==> src/rtl/axil_regfile_slave.sv <==
// axil_regfile_slave: AXI4-Lite-style register file slave with byte strobes, SLVERR on unmapped indices and a monitor port
//   clk, rst_n                     clock, asynchronous active-low reset
//   s_aw*, s_w*, s_b*              write address / data / response channels
//   s_ar*, s_r*                    read address / data channels
//   mon_sel -> mon_data            combinational view of one register (0 when unmapped)
module axil_regfile_slave #(
  parameter int ADDR_W = 4,
  parameter int DATA_W = 8,
  parameter int NREGS = 16,
  parameter logic [DATA_W-1:0] RST_VAL = '0
) (
  input  logic                  clk,
  input  logic                  rst_n,
  input  logic                  s_awvalid,
  output logic                  s_awready,
  input  logic [ADDR_W-1:0]     s_awaddr,
  input  logic                  s_wvalid,
  output logic                  s_wready,
  input  logic [DATA_W-1:0]     s_wdata,
  input  logic [DATA_W/8-1:0]   s_wstrb,
  output logic                  s_bvalid,
  input  logic                  s_bready,
  output logic [1:0]            s_bresp,
  input  logic                  s_arvalid,
  output logic                  s_arready,
  input  logic [ADDR_W-1:0]     s_araddr,
  output logic                  s_rvalid,
  input  logic                  s_rready,
  output logic [DATA_W-1:0]     s_rdata,
  output logic [1:0]            s_rresp,
  input  logic [ADDR_W-1:0]     mon_sel,
  output logic [DATA_W-1:0]     mon_data
);
  localparam int NB = DATA_W / 8;
  logic [DATA_W-1:0] regs [NREGS];
  logic aw_held, w_held;
  logic [ADDR_W-1:0] aw_addr;
  logic [DATA_W-1:0] w_data;
  logic [NB-1:0] w_strb;
  function automatic logic mapped(input logic [ADDR_W-1:0] a);
    return int'(a) < NREGS;
  endfunction
  // readiness comes only from registered state, never from the valids
  assign s_awready = ~aw_held & ~s_bvalid;
  assign s_wready  = ~w_held & ~s_bvalid;
  assign s_arready = ~s_rvalid;
  assign mon_data  = mapped(mon_sel) ? regs[mon_sel] : '0;
  always_ff @(posedge clk or negedge rst_n) begin
    if (!rst_n) begin
      for (int i = 0; i < NREGS; i++) regs[i] <= RST_VAL;
      aw_held <= 1'b0;
      w_held <= 1'b0;
      aw_addr <= '0;
      w_data <= '0;
      w_strb <= '0;
      s_bvalid <= 1'b0;
      s_bresp <= 2'b00;
      s_rvalid <= 1'b0;
      s_rdata <= '0;
      s_rresp <= 2'b00;
    end else begin
      if (s_awvalid && s_awready) begin
        aw_held <= 1'b1;
        aw_addr <= s_awaddr;
      end
      if (s_wvalid && s_wready) begin
        w_held <= 1'b1;
        w_data <= s_wdata;
        w_strb <= s_wstrb;
      end
      // both halves held means neither channel is ready, so the clears here cannot race a new handshake
      if (aw_held && w_held) begin
        aw_held <= 1'b0;
        w_held <= 1'b0;
        s_bvalid <= 1'b1;
        s_bresp <= mapped(aw_addr) ? 2'b00 : 2'b10;
        if (mapped(aw_addr))
          for (int i = 0; i < NB; i++)
            if (w_strb[i]) regs[aw_addr][i*8 +: 8] <= w_data[i*8 +: 8];
      end else if (s_bvalid && s_bready) begin
        s_bvalid <= 1'b0;
      end
      // a read sampled on a commit edge sees the pre-commit contents
      if (s_arvalid && s_arready) begin
        s_rvalid <= 1'b1;
        s_rdata <= mapped(s_araddr) ? regs[s_araddr] : '0;
        s_rresp <= mapped(s_araddr) ? 2'b00 : 2'b10;
      end else if (s_rvalid && s_rready) begin
        s_rvalid <= 1'b0;
      end
    end
  end
endmodule
==> config.mk <==
export PLATFORM = sky130hd
export DESIGN_NAME = axil_regfile_slave
export DESIGN_NICKNAME = d
export VERILOG_FILES = /design/src/rtl/axil_regfile_slave.sv
export SDC_FILE = /design/constraint.sdc
export NUM_CORES = 1
export LEC_CHECK = 0
export ABC_AREA = 1
export CAP_MARGIN = 10
export CORE_MARGIN = 2
export CORE_UTILIZATION = 41
export CTS_CLUSTER_SIZE = 40
export DETAILED_ROUTE_END_ITERATION = 16
export MAX_ROUTING_LAYER = met4
export SETUP_SLACK_MARGIN = 0.4
export SLEW_MARGIN = 20
export SYNTH_ARGS = -nofsm -noshare
export SYNTH_HDL_FRONTEND = slang
export SYNTH_SLANG_ARGS = --single-unit
==> constraint.sdc <==
create_clock -name clk -period 2 [get_ports clk]
set_input_delay 0.6 -clock clk [delete_from_list [all_inputs] [get_ports clk]]
set_output_delay 0.6 -clock clk [all_outputs]
set_load 0.05 [all_outputs]
==> results.yml <==
detailed_routing:
  dr.pass1.iters: 5
  num_vias: 7858
  drc: 0
  ant_nets: 0
  vias_per_cell: 5.37
  drt_wl_total_mm: 26.5
  drtIter0Drc: 668
  wl_per_cell_um: 18.1
power_and_ir_drop:
  switching_power_w: 0.00552
  clkPwrFrac_pct: 26.2
  leakagePower_nw: 5.04
  p_per_area_nw_per_um2: 1290
  swShare_pct: 38.6
  p_seq_share_pct: 37.8
  p_int_w: 0.00879
  power_frac_comb_pct: 36.1
  irDropWorstVdd_mv: 0.847
layout:
  syn_to_final_growth_pct: 34.6
  num-nets-final: 1212
  drive_gt1_share_pct: 24.6
  fin_util_pct: 56.7
  layout_common_cells: "341 x nand2_1, 145 x dfrtp_1, 122 x nand3_1, 82 x o21ai_0, 68 x inv_1"
  final_common_cell: "nand2_1"
  fill_cells: 1782
  insertedDiodeCount: 0
setup_path:
  crit_top_cell: "buf_12"
  crit_slowest_cell: "buf_4"
  worst-path-buf-inv: 4
  r2r_cells: 6
  crit_arrival_ns: 1.65
  cp.required_ns: 1.40
  cp-start-kind: "primary input"
  crit_chain: "buf_16, buf_12, mux2i_1, buf_4, o21ai_4, nand3_2, nand2_4, buf_12"
  critPathTopFamily: "buffers and inverters"
  crit_type: "primary input to output port"
  max_stage_delay_ns: 0.16
  endpoint_kind: "output port"
  cp_num_cells: 8
  cp_max_fo: 7
synthesis:
  synth-edff-count: 0
  synth-main-ff-cell: "dfrtp_1"
  postSynthAreaPerCell_sq_um: 7.51
  synth_seq_cells: 153
  yosys-top-cells-area: "dfrtp_1 46%, nand2_1 17%, nand3_1 8.4%, o21ai_0 7.9%, inv_1 3.6%"
  ys_types: 28
  synth_top_cell_area_share_pct: 46.4
  ys_seq_area_share_pct: 46.4
  async_flop_share_pct: 100
  yosysTopAreaCell: "dfrtp_1"
  ys.warnings.count: 0
  synthCells: 1099
  syn_area_sq_um: 8250
clock_tree:
  htreeDepth: 4
  cts_hold_buf: 0
  clk_pin_slew_ns: 0.07
  numClockSinks: 153
  clock_latency_ns: 0.44
  clockBufferDepth: 2
  cts-buffers-inserted: 17
  root_buffer: "clkbuf_16"
  cts_tree: "built"
timing:
  rsz0062_at_grt: "true"
  period_share_pct: 112
  timing.final.max_slew_violations: 0
  tightest_slew_ns: 0.745
  finalHoldViolCount: 0
  fin_crit_ns: 2.25
  fmax_mhz: 445
  setup_tns_ns: -1.59
  slew_headroom_pct: 50.3
  finalClockSkew_ns: 0.00760
  worst_slack_ns: -0.247
  setup_viol: 8
status:
  status: "finished with violations"
  violations: "negative setup slack"
die:
  ios: 53
  start_util_pct: 42.1
  placementRows: 51
  die_w_um: 146
  die_y_um: 146
  die_area_sq_um: 21300
  core_sq_um: 19600
global_routing:
  grt_pass1_wl_mm: 42.0
  grt_pass1_vias: 7581
  grt_overflow_total: 0
  track_usage_pct: 25.8
  grt_max_degree: 47
  grt_antenna_before_repair: 0
min_path:
  min_path_type: "primary input to asynchronous set/reset pin"
place:
  io_buffers: 48
  place_congestion: 0.880
  dp_hpwl_mm: 16.8
job:
  cap_violations: 0
-- final cells by class --
type / count / area [sq um] / share of cell area (%)
sequential: 153 / 3840 / 34.6
clock buffer: 18 / 439 / 3.95
multi-input combinational: 792 / 4220 / 38.0
tap: 265 / 332 / 2.98
clock inverter: 14 / 244 / 2.20
inverter: 81 / 318 / 2.86
timing repair buffer: 139 / 1720 / 15.5
-- worst paths after layout --
kind                            start          end  slack (ns)
max in group asynchronous       rst_n     regs[15]        1.36
min reg2reg                 w_data[6]    regs[126]        0.48
min in group clk            w_data[6]    regs[126]        0.48
max                        mon_sel[0]  mon_data[6]       -0.25
min                             rst_n    regs[123]        0.03
max reg2reg                aw_addr[2]     regs[69]        0.41
-- sequential cells by signal (all words and copies together), names as in the netlist, 4 cells and up --
signal   flops
aw_addr      4
s_rdata      8
regs       128
w_data       8
-- stage by stage --
step / area, sq um / setup WS [ns] / instances / power, W / hold WS, ns
after floorplan: 8540 / 0.0332 / 1102 / 0.00819 / 0.304
after global placement: 9590 / -0.539 / 1396 / 0.00975 / 0.459
after detailed placement: 9590 / -0.612 / 1396 / 0.00984 / 0.468
after CTS: 10700 / -0.243 / 1440 / 0.0139 / 0.0384
after global routing: 11100 / -0.282 / 1462 / 0.0152 / 0.0466
final: 11100 / -0.247 / 1462 / 0.0143 / 0.0318
-- power by group through the flow --
stage / registers (W) / logic [W] / clock network (W)
after floorplan: 0.00523 / 0.00296 / 0
after global placement: 0.00530 / 0.00445 / 0
after detailed placement: 0.00531 / 0.00453 / 0
after CTS: 0.00529 / 0.00480 / 0.00378
after global routing: 0.00556 / 0.00573 / 0.00393
final: 0.00540 / 0.00516 / 0.00374
-- kinds of logic after synthesis --
kind of cell | share of synthesized area [%]
and+or+nand+nor | 27.6
AOI/OAI and AO/OA | 16.4
buffers and inverters | 8.20
DFF | 46.4
muxes | 1.38
other | 0.0454
-- per-layer routing --
metal  track usage (%)  vias to the layer above  wire length (um)
met3              3.82                       52              1580
met4              10.1                        0               837
met1              34.2                     3737             11500
li1                  -                     3793                 -
met5                 -                        -                 0
met2              40.1                      276             12500
-- synthesized netlist by cell type, types with 2 or more instances --
| library cell | n |
|---|---|
| nand2_1 | 370 |
| dfrtp_1 | 153 |
| nand3_1 | 139 |
| o21ai_0 | 131 |
| inv_1 | 79 |
| a21oi_1 | 42 |
| clkbuf_1 | 42 |
| o21ai_2 | 27 |
| o211ai_1 | 24 |
| buf_2 | 19 |
| nor2_1 | 15 |
| o21ai_1 | 13 |
| mux2i_1 | 8 |
| buf_1 | 6 |
| buf_6 | 6 |
| buf_4 | 4 |
| mux2_2 | 3 |
| nand2_2 | 3 |
| nand4_1 | 3 |
| inv_2 | 2 |
| nand3_4 | 2 |
| nor2_2 | 2 |
-- timing repair --
action                     in CTS  in global routing
gates resized for setup        70                 83
pin swaps                      21                 23
setup endpoints to repair      85                101
gates cloned                    5                  3
hold endpoints to repair        0                  0
setup buffers                   7                 19
-- worst register-to-register path, cell delays in order, from the launching register on --
cell and delay [ns]:
dfrtp_2 0.41, clkinvlp_4 0.29, nor2_4 0.29, nand4_1 0.14, buf_6 0.20, nand2_2 0.07
o21ai_1 0.06
(Power assumes the default switching activity.)
